[src/rtl/serial_adder_pkg.sv]
// Shared definitions for the bit-serial adder/subtractor: FSM state
// encodings and the add/subtract mode constants.
package serial_adder_pkg;

  typedef enum logic [1:0] {
    IDLE  = 2'd0,
    SHIFT = 2'd1,
    DONE  = 2'd2
  } sa_state_t;

  localparam logic MODE_ADD = 1'b0;
  localparam logic MODE_SUB = 1'b1;

endpackage

[src/rtl/serial_adder_if.sv]
// Request/result bundle of the serial adder. The master issues operations,
// the slave (the adder) reports busy/done and the registered result.
interface serial_adder_if #(
  parameter int WIDTH = 8
) ();

  logic             start;
  logic [WIDTH-1:0] a;
  logic [WIDTH-1:0] b;
  logic             cin;
  logic             sub;
  logic             busy;
  logic             done;
  logic [WIDTH-1:0] sum;
  logic             cout;
  logic             overflow;

  modport master (
    output start, a, b, cin, sub,
    input  busy, done, sum, cout, overflow
  );

  modport slave (
    input  start, a, b, cin, sub,
    output busy, done, sum, cout, overflow
  );

endinterface

[src/rtl/serial_adder_full_adder.sv]
// Single-bit full adder cell; the serial adder reuses it once per bit.
module full_adder (
  input  logic a,
  input  logic b,
  input  logic cin,
  output logic sum,
  output logic cout
);

  assign sum  = a ^ b ^ cin;
  assign cout = (a & b) | (cin & (a ^ b));

endmodule

[src/rtl/serial_adder.sv]
// Bit-serial adder/subtractor: one full-adder cell and a carry flip-flop
// process a WIDTH-bit operation LSB first, one bit per clock. Subtraction
// is a + ~b + 1, so the carry flop is preset to 1 and B is inverted on load.
module serial_adder
  import serial_adder_pkg::*;
#(
  parameter int WIDTH = 8
) (
  input  logic           clk,
  input  logic           rst,
  serial_adder_if.slave  bus
);

  localparam int CNT_W = $clog2(WIDTH + 1);
  localparam logic [CNT_W-1:0] CNT_LAST = CNT_W'(WIDTH - 1);

  sa_state_t        st;
  logic [WIDTH-1:0] op_a;
  logic [WIDTH-1:0] op_b;
  logic [WIDTH-1:0] acc;
  logic             carry;
  logic [CNT_W-1:0] cnt;

  logic             busy_q;
  logic             done_q;
  logic [WIDTH-1:0] sum_q;
  logic             cout_q;
  logic             ovf_q;

  logic             fa_s;
  logic             fa_c;
  logic [WIDTH-1:0] acc_nxt;

  full_adder u_fa (
    .a    (op_a[0]),
    .b    (op_b[0]),
    .cin  (carry),
    .sum  (fa_s),
    .cout (fa_c)
  );

  // Partial result: previous bits move toward the LSB, new bit enters at the MSB.
  always_comb begin
    acc_nxt            = acc >> 1;
    acc_nxt[WIDTH-1]   = fa_s;
  end

  // Control FSM plus datapath; result registers update only on the last bit.
  always_ff @(posedge clk) begin
    if (rst) begin
      st     <= IDLE;
      busy_q <= 1'b0;
      done_q <= 1'b0;
      sum_q  <= '0;
      cout_q <= 1'b0;
      ovf_q  <= 1'b0;
      op_a   <= '0;
      op_b   <= '0;
      acc    <= '0;
      carry  <= 1'b0;
      cnt    <= '0;
    end else begin
      done_q <= 1'b0;
      case (st)
        IDLE, DONE: begin
          if (bus.start) begin
            op_a   <= bus.a;
            op_b   <= (bus.sub == MODE_SUB) ? ~bus.b : bus.b;
            carry  <= (bus.sub == MODE_ADD) ? bus.cin : 1'b1;
            cnt    <= '0;
            busy_q <= 1'b1;
            st     <= SHIFT;
          end else begin
            st     <= IDLE;
          end
        end
        SHIFT: begin
          op_a  <= op_a >> 1;
          op_b  <= op_b >> 1;
          acc   <= acc_nxt;
          carry <= fa_c;
          cnt   <= cnt + CNT_W'(1);
          if (cnt == CNT_LAST) begin
            // carry here is the carry into the MSB, fa_c the carry out of it
            sum_q  <= acc_nxt;
            cout_q <= fa_c;
            ovf_q  <= carry ^ fa_c;
            done_q <= 1'b1;
            busy_q <= 1'b0;
            st     <= DONE;
          end
        end
        default: st <= IDLE;
      endcase
    end
  end

  assign bus.busy     = busy_q;
  assign bus.done     = done_q;
  assign bus.sum      = sum_q;
  assign bus.cout     = cout_q;
  assign bus.overflow = ovf_q;

endmodule

[src/flat_wrapper.sv]
// flat-port wrapper written by rule: the top's interface ports become plain ports
module serial_adder_flat import serial_adder_pkg::*;
#(
  parameter int WIDTH = 8
)
  (clk, rst, bus_start, bus_a, bus_b, bus_cin, bus_sub, bus_busy, bus_done, bus_sum, bus_cout, bus_overflow);
  serial_adder_if #(.WIDTH(WIDTH)) bus_i ();
  input  logic clk;
  input  logic rst;
  input wire logic [$bits(bus_i.start)-1:0] bus_start;
  input wire logic [$bits(bus_i.a)-1:0] bus_a;
  input wire logic [$bits(bus_i.b)-1:0] bus_b;
  input wire logic [$bits(bus_i.cin)-1:0] bus_cin;
  input wire logic [$bits(bus_i.sub)-1:0] bus_sub;
  output wire logic [$bits(bus_i.busy)-1:0] bus_busy;
  output wire logic [$bits(bus_i.done)-1:0] bus_done;
  output wire logic [$bits(bus_i.sum)-1:0] bus_sum;
  output wire logic [$bits(bus_i.cout)-1:0] bus_cout;
  output wire logic [$bits(bus_i.overflow)-1:0] bus_overflow;
  assign bus_i.start = bus_start;
  assign bus_i.a = bus_a;
  assign bus_i.b = bus_b;
  assign bus_i.cin = bus_cin;
  assign bus_i.sub = bus_sub;
  assign bus_busy = bus_i.busy;
  assign bus_done = bus_i.done;
  assign bus_sum = bus_i.sum;
  assign bus_cout = bus_i.cout;
  assign bus_overflow = bus_i.overflow;
  serial_adder #(.WIDTH(WIDTH)) u_core (.clk(clk), .rst(rst), .bus(bus_i));
endmodule
[config.mk]
export PLATFORM = sky130hd
export DESIGN_NAME = serial_adder_flat
export DESIGN_NICKNAME = d
export VERILOG_FILES = /design/src/rtl/serial_adder_pkg.sv /design/src/rtl/serial_adder_if.sv /design/src/rtl/serial_adder_full_adder.sv /design/src/rtl/serial_adder.sv /design/src/flat_wrapper.sv
export SDC_FILE = /design/constraint.sdc
export NUM_CORES = 1
export LEC_CHECK = 0
export CAP_MARGIN = 20
export CORE_MARGIN = 5
export CORE_UTILIZATION = 40
export DETAILED_ROUTE_END_ITERATION = 7
export PLACE_DENSITY_LB_ADDON = 0.2
export REMOVE_ABC_BUFFERS = 1
export SYNTH_ARGS = -nofsm -noshare
export SYNTH_HDL_FRONTEND = slang
export SYNTH_SLANG_ARGS = --single-unit
[constraint.sdc]
create_clock -name clk -period 2.1 [get_ports clk]
set_input_delay 0.525 -clock clk [delete_from_list [all_inputs] [get_ports clk]]
set_output_delay 0.525 -clock clk [all_outputs]
set_load 0.02 [all_outputs]
==> results of run 1 <==
-- power breakdown --
part | switching (uW) | total (uW) | internal, uW
clock network | 272 | 779 | 507
registers | 22.1 | 851 | 829
logic | 106 | 202 | 96.1
-- through the flow --
stage / utilization / worst slack, ns / power [uW] / std cells
3_5_place_dp: 0.504 / 0.145 / 1070 / 252
3_3_place_gp: 0.504 / 0.173 / 1060 / 252
6_report: 0.540 / 0.318 / 1830 / 260
5_1_grt: 0.540 / 0.257 / 1910 / 260
4_1_cts: 0.540 / 0.293 / 1850 / 260
2_1_floorplan: - / 0.227 / 967 / 161
-- how the worst min path moves through the flow --
stage | startpoint | end
2_1_floorplan | u_core.acc[1] | u_core.acc[1]
3_3_place_gp | u_core.acc[1] | u_core.acc[1]
3_5_place_dp | u_core.acc[1] | u_core.acc[1]
4_1_cts | u_core.acc[1] | u_core.acc[1]
5_1_grt | u_core.acc[1] | u_core.acc[1]
6_report | u_core.acc[1] | u_core.acc[1]
-- routing by layer --
layer / global-route usage / routed length [um]
met1: 0.167 / 1680
met2: 0.226 / 1700
met3: 0.0467 / 201
met4: 0.0641 / 67
met5: 0 / 0
-- cell usage in the layout, fill, tap and decap left out, drive strengths merged, types with 3 or more instances in the layout --
cell,count
dfxtp,42
clkdlybuf4s50,32
a21oi,26
nand3,18
nand2,18
a22oi,13
a22o,10
xor2,9
buf,9
clkbuf,6
nand2b,3
-- registers in the layout, summed over array words and instances, names as in the netlist --
signal	count
u_core.acc	7
u_core.bus.busy	1
u_core.bus.cout	1
u_core.bus.done	1
u_core.bus.overflow	1
u_core.bus.sum	8
u_core.carry	1
u_core.cnt	4
u_core.op_a	8
u_core.op_b	8
u_core.st	2
-- cell type report --
type,instances,area (um2)
Clock buffer,6,82.6
Tap cell,50,62.6
Timing Repair Buffer,41,388
Clock inverter,2,60.1
Sequential cell,42,841
Fill cell,346,1870
Multi-Input combinational cell,119,756
-- kinds of logic (layout without fill, tap and decap cells) --
logic type,after synthesis,after routing,share of synthesized area
AO/OA/AOI/OAI,56,56,0.217
XOR/XNOR,9,9,0.0464
adder cells (fa/ha/maj),2,2,0.0191
buffers and inverters,16,49,0.0604
flip-flops,42,42,0.495
multiplexers,3,3,0.0214
AND/OR/NAND/NOR,49,49,0.141
==> impl_metrics.json, run 1 <==
{
  "status": "completed",
  "timing.rr.end": "u_core.op_b[4]",
  "hold_depth": 2,
  "dr.pass1.iters": 4,
  "nets": 232,
  "worstPathRequired_ns": 1.57,
  "ys_top_cells_by_count": "dfxtp_1, a21oi_1, nand2_1, nand3_1, a22oi_1",
  "r2r_start": "u_core.st[1]",
  "netlist_instances": 177,
  "clkTransAtPathRegs_ns": 0.08,
  "totalWireLength_mm": 3.65,
  "reg2reg_depth": 4,
  "drtAntennaViolNets": 0,
  "rows": 23,
  "critPathTopFamily": "buffers and inverters",
  "yosys_warnings": 0,
  "cts_tree": "done",
  "start_util": 0.419,
  "post_cts_buffers": 0,
  "start_kind": "flop",
  "fin_tns_setup_ns": 0,
  "layout-drive-gt1-share": 0.105,
  "synth_edf_count": 0,
  "finalCritPeriodShare": 0.848,
  "fin_skew_ns": 0.00498,
  "place_hpwl_mm": 2.54,
  "cts_root_buffer": "clkbuf_8",
  "portBuffers": 32,
  "numCtsBuffers": 5,
  "crit_chain": "clkdlybuf4s50_1",
  "core-area_um2": 4060,
  "clk_latency_ns": 0.29,
  "die_w_um": 75.2,
  "finalHoldViolations": 0,
  "setup_viol": 0,
  "htree_levels": 2,
  "routed-via-count": 1412,
  "worst_slew_pin_slew_ns": 0.563,
  "critical_path_depth": 1,
  "r2r_slack_ns": 0.58,
  "grt_pass1_wl_mm": 6.06,
  "grt_pass1_vias": 1399,
  "critPathMaxFanout": 2,
  "dpl_cell_area_um2": 2050,
  "synth_area_leaders": "dfxtp_1, a21oi_1, a22oi_1",
  "powerDensity_nw_per_um2": 837,
  "synthArstFlopShare": 0,
  "via_per_inst": 5.43,
  "yosys.area.top_type_share": 0.495,
  "grt_use_total": 0.139,
  "clk_path_buf_depth": 2,
  "worstSetupEndpointType": "primary output",
  "cp_num_buf_inv": 1,
  "insertedDiodeCount": 0,
  "grt_start_max_net_pins": 27,
  "gp_congestion": 0.767,
  "cap_violations": 0,
  "cts_resized": 0,
  "wl_per_cell_um": 14.0,
  "synth.avg_cell_area_um2": 9.60,
  "overflow": 0,
  "synth_flop_cell": "dfxtp_1",
  "antenna_found_initial": 0,
  "synth-seq-cells": 42,
  "design_area_um2": 2190,
  "cts_hold_buf": 0,
  "crit_arrival_ns": 1.26,
  "design.portCount": 33,
  "startpoint": "u_core.bus.busy",
  "areaGrowthSynthToFinish_pct": 28.9,
  "vdd_ir_drop_max_v": 0.000452,
  "hold_class": "reg -> reg",
  "syn_area_um2": 1700,
  "rsz0062_at_grt": "no",
  "synth-seq-area-share": 0.495,
  "slowest_stage": "clkdlybuf4s50_1",
  "clock-sinks": 42,
  "synth_most_common_cell": "dfxtp_1",
  "yosys.area.top_type": "dfxtp_1",
  "drcViolationCount": 0,
  "dieArea_um2": 5650,
  "slowest_delay_ns": 0.62,
  "max_freq_ghz": 0.561,
  "max_slew_margin": 0.625,
  "critPathCapture": "bus_busy",
  "p_leak_uw": 0.000797,
  "fin_crit_ns": 1.78,
  "slew_viol_final": 0,
  "die_y_um": 75.2,
  "yosysUniqueCellTypes": 32,
  "holdWs_ns": 0.457,
  "critPathKind": "reg -> out",
  "drtIter0Drc": 64
}
Power figures use the tool's default switching activity.
==> run 2, diff against run 1 <==
clock period = 1.82 ns   (was 2.1 ns; I/O delays follow)
==> run 2 against run 1 <==
Hold slack gained 0.0043 ns. Sequential power is 15% higher. Utilization decreased by 0.25 points. Wire length about the same. Combinational power is 18% higher. Cell area shrank 0.46%. Sequential share of layout area increased by 0.18 points. Worst setup slack worse by 0.21 ns. Critical path type unchanged. First-iteration DRC count down 4.7%.
==> impl_metrics.json, run 2 (same netlist as run 1, synthesis figures left out) <==
{
  "status": "completed",
  "die_y_um": 75.2,
  "setup_viol": 0,
  "drtIter0Drc": 61,
  "clkTransAtPathRegs_ns": 0.07,
  "p_sw_uw": 443,
  "wl_per_cell_um": 13.9,
  "core-area_um2": 4060,
  "grt_use_total": 0.139,
  "grt_start_max_net_pins": 19,
  "layout-drive-gt1-share": 0.117,
  "finalHoldViolations": 0,
  "slew_viol_final": 0,
  "start_kind": "flop",
  "combPwrFrac": 0.125,
  "switching_share": 0.233,
  "cts_resized": 0,
  "cts_hold_buf": 0,
  "start_util": 0.419,
  "p_leak_uw": 0.000798,
  "clk_latency_ns": 0.29,
  "mostFrequentLayoutCell": "dfxtp_1",
  "preCtsSetupSlack_ns": 0.0200,
  "grt_pass1_wl_mm": 6.02,
  "critPathTopFamily": "buffers and inverters",
  "final_util": 0.537,
  "antenna_found_initial": 0,
  "areaGrowthSynthToFinish_pct": 28.3,
  "totalWireLength_mm": 3.65,
  "via_per_inst": 5.26,
  "clk_path_buf_depth": 2,
  "intPower_uw": 1460,
  "holdWs_ns": 0.461,
  "insertedDiodeCount": 0,
  "post_cts_buffers": 0,
  "slowest_delay_ns": 0.62,
  "cts_root_buffer": "clkbuf_8",
  "fin_skew_ns": 0.00570,
  "setup_ws_ns": 0.110,
  "die_w_um": 75.2,
  "crit_arrival_ns": 1.26,
  "hold_class": "reg -> reg",
  "design.portCount": 33,
  "critPathMaxFanout": 2,
  "vdd_ir_drop_max_v": 0.000379,
  "grt_pass1_vias": 1374,
  "min_from": "u_core.acc[1]",
  "pwr-share-seq": 0.517,
  "place_hpwl_mm": 2.72,
  "worst_slew_pin_slew_ns": 0.491,
  "slowest_stage": "clkdlybuf4s50_1",
  "worstSetupEndpointType": "primary output",
  "finalCritPeriodShare": 0.940,
  "numCtsBuffers": 5,
  "dr.pass1.iters": 4,
  "cp_num_buf_inv": 1,
  "cap_violations": 0,
  "clock-sinks": 42,
  "max_slew_margin": 0.672,
  "crit_chain": "clkdlybuf4s50_1",
  "powerDensity_nw_per_um2": 871,
  "critPathKind": "reg -> out",
  "r2r_start": "u_core.cnt[0]",
  "fillers": 360,
  "drcViolationCount": 0,
  "fin_cells": 263,
  "fin_crit_ns": 1.71,
  "drtAntennaViolNets": 0,
  "clockPowerShare": 0.358,
  "fin_tns_setup_ns": 0,
  "gp_congestion": 0.811,
  "portBuffers": 32,
  "rows": 23,
  "nets": 235,
  "overflow": 0,
  "htree_levels": 2,
  "dieArea_um2": 5650,
  "cts_tree": "done",
  "worstPathRequired_ns": 1.36,
  "final_cell_mix": "dfxtp_1, clkdlybuf4s50_1, a21oi_1",
  "max_freq_ghz": 0.585,
  "routed-via-count": 1384,
  "startpoint": "u_core.bus.busy",
  "rsz0062_at_grt": "no",
  "place_inst": 255
}
-- run 2: metrics by stage --
stage	instance area (um2)	total power [uW]
4_1_cts	2180	1930
5_1_grt	2180	1990
3_5_place_dp	2070	1240
6_report	2180	1900
3_3_place_gp	2070	1230
2_1_floorplan	1600	1120
-- run 2: worst paths after layout --
kind / endpoint / slack (ns) / depth (start not counted)
max: bus_busy / 0.11 / 1
min: u_core.acc[1] / 0.46 / 2
max reg2reg: u_core.bus.sum[6] / 0.35 / 4
min reg2reg: u_core.acc[1] / 0.46 / 2
-- run 2: area by class of cell --
cell class | instances | area, um2 | area share
clock buffers | 8 | 110 | 0.0505
multi-input cells | 119 | 756 | 0.347
flip-flops and latches | 42 | 841 | 0.386
well taps | 50 | 62.6 | 0.0287
repair buffers | 44 | 410 | 0.188
-- run 2: per-layer routing --
metal  up-vias  track usage  wire length (um)
met4         0       0.0796                26
met2        37        0.229              1790
li1        699            -                 -
met5         -            0                 0
met3         4       0.0294               169
met1       644        0.168              1660
-- run 2: power groups by stage --
stage / clock, uW / sequential [uW] / combinational [uW]
CTS: 711 / 982 / 240
floorplan: 0 / 999 / 116
global placement: 0 / 1000 / 231
finish: 679 / 982 / 238
global route: 742 / 987 / 263
detailed placement: 0 / 1000 / 239
==> run 3, diff against run 2 <==
CTS_CLUSTER_SIZE = 12   (was default)
GPL_ROUTABILITY_DRIVEN = 0   (was default)
==> results of run 3 <==
Final layout, timing and power as in run 2 (identical DEF).
==> edit: new RTL, settings of run 3 <==
`WIDTH` is set to 8 in 3 places; all go to 4.
--- a/src/rtl/serial_adder_if.sv
+++ b/src/rtl/serial_adder_if.sv
@@ -1,7 +1,7 @@
 // Request/result bundle of the serial adder. The master issues operations,
 // the slave (the adder) reports busy/done and the registered result.
 interface serial_adder_if #(
-  parameter int WIDTH = 8
+  parameter int WIDTH = 4
 ) ();
 
   logic             start;
--- a/src/rtl/serial_adder.sv
+++ b/src/rtl/serial_adder.sv
@@ -4,7 +4,7 @@
 module serial_adder
   import serial_adder_pkg::*;
 #(
-  parameter int WIDTH = 8
+  parameter int WIDTH = 4
 ) (
   input  logic           clk,
   input  logic           rst,
--- a/src/flat_wrapper.sv
+++ b/src/flat_wrapper.sv
@@ -1,7 +1,7 @@
 // flat-port wrapper written by rule: the top's interface ports become plain ports
 module serial_adder_flat import serial_adder_pkg::*;
 #(
-  parameter int WIDTH = 8
+  parameter int WIDTH = 4
 )
   (clk, rst, bus_start, bus_a, bus_b, bus_cin, bus_sub, bus_busy, bus_done, bus_sum, bus_cout, bus_overflow);
   serial_adder_if #(.WIDTH(WIDTH)) bus_i ();
Interface: changed (resized bus_a, bus_b and bus_sum); port bits go from 33 to 21. The function was not compared with the original's and may differ.
==> edit against run 3 <==
- sequential share of layout area rose by 0.72 points
- total power fell by 49%
- routed wire length fell by 47%
- final area fell by 42%
- sequential cell count fell by 17
- critical path depth did not move
- area after synthesis fell by 38%
- non-clock buffer count fell by 22
- maximum frequency fell by 0.54%
- cell count fell by 37%
- hold slack got worse by 0.0016 ns
- setup slack got worse by 0.0093 ns
==> edit: results (changes against run 3) <==
finish:
  nets: 154  # -34%
  diodes: 0  # unchanged
  final_cells: 166  # -37%
  drive_gt1_share_pct: 3.68  # -8.1 points
  nFillCells: 254  # -29%
grt:
  grt_pass1_vias: 801  # -42%
  met2_usage_pct: 20.0  # -2.9 points
  met1_usage_pct: 13.1  # -3.7 points
  grt_max_degree: 26  # +7
  grt_use_total_pct: 11.4  # -2.5 points
  grt_pass1_wl_mm: 3.29  # -45%
  grtUsageMet3_pct: 5.03  # +2.1 points
route:
  met2_length_um: 868  # -52%
  wl_met3_um: 155  # -8.3%
  drt_iter0_drc: 17  # -72%
  drt-met1-wl_um: 917  # -45%
  firstDrtPassIters: 4  # unchanged
  wirelength_mm: 1.95  # -47%
  top_layer_used: "met4"
  vias: 865  # -38%
critical_path:
  cp.arrival_ns: 1.26  # about the same
  worst-path-max-fanout: 2  # unchanged
  r2r_cells: 5  # +1
  cp-endpoint: "bus_busy"
  cpPeakStageDelay_ns: 0.60  # -0.02 ns
  worstReg2RegEnd: "u_core.bus.busy$_SDFFE_PP0P_"
  cp-startpoint: "u_core.bus.busy$_SDFFE_PP0P_"
  r2r_setup_slack_ns: 0.48  # +0.13 ns
  crit_slowest_cell: "clkdlybuf4s50_1"
clocking:
  cts_resized: 0  # unchanged
  clk_pin_slew_ns: 0.14  # +0.07 ns
  clkLatencyLatePin_ns: 0.32  # +0.03 ns
  cts_setup_buffers: 0  # unchanged
  root_buffer: "clkbuf_4"
  cts_buffers: 3  # -2
  h-tree-depth: 1  # -1
  clockBufferDepth: 2  # unchanged
power_and_ir_drop:
  internal_power_w: 0.000716  # -51%
  p_leak_nw: 0.448  # -44%
  vdd_ir_drop_max_mv: 0.543  # +43%
  p_clk_share_pct: 25.8  # -10 points
  swShare_pct: 25.7  # +2.4 points
  pg_comb_w: 0.000130  # -45%
timing:
  slew_headroom_pct: 55.5  # -12 points
  fin_worst_skew_ns: 0.00747  # +0.00177 ns
worst_hold_path:
  min_to: "u_core.bus.overflow$_SDFFE_PP0P_"
  hold_start: "u_core.bus.overflow$_SDFFE_PP0P_"
  worstHoldPathCells: 2  # unchanged
status:
  status: "complete, no violations"
synthesis:
  synth_commonest_cells: "dfxtp_1 (25), a21oi_1 (21), nand3_1 (18)"
  synth_cell_type_count: 22  # -31%
  synth_area_leaders: "dfxtp_1 (47%), a21oi_1 (9.9%), nand3_1 (8.5%)"
  synth-seq-area-share_pct: 47.2  # -2.3 points
  synthCells: 120  # -32%
  synth-async-reset-ratio_pct: 0  # unchanged
  synth_ff_type: "dfxtp_1"
place:
  place_hpwl_mm: 1.33  # -51%
  dpl.cell_count: 162  # -36%
  portBuffers: 20  # -38%
edit: worst register-to-register path: cells and delay by family (launching register included):
kind	cells	cell delay (ns)
flops	1	0.37
compound gates	1	0.22
fa+ha+maj	2	0.36
simple gates	2	0.28
edit: cells by family after synthesis:
| family | after synthesis | synth area share [%] |
|---|---|---|
| adders and majority gates | 4 | 5.42 |
| buffers and inverters | 11 | 6.60 |
| and+or+nand+nor | 45 | 20.8 |
| xor gates and xnor gates | 5 | 4.13 |
| AOI/OAI and AO/OA | 30 | 15.9 |
| DFF | 25 | 47.2 |
edit: stage by stage:
step,hold WS (ns),setup WS [ns],cell area [um^2]
finish,0.459,0.100,1270
global route,0.477,0.0137,1270
CTS,0.465,0.0751,1270
detailed placement,0.446,0.167,1250
global placement,0.442,0.177,1250
floorplan,0.431,0.576,995
edit: final cells by class:
type	instances	area share, %
tap	30	2.95
clock buffer	4	2.06
inverter	1	0.295
sequential	25	39.3
timing repair buffer	22	16.9
multi-input combinational	84	38.5
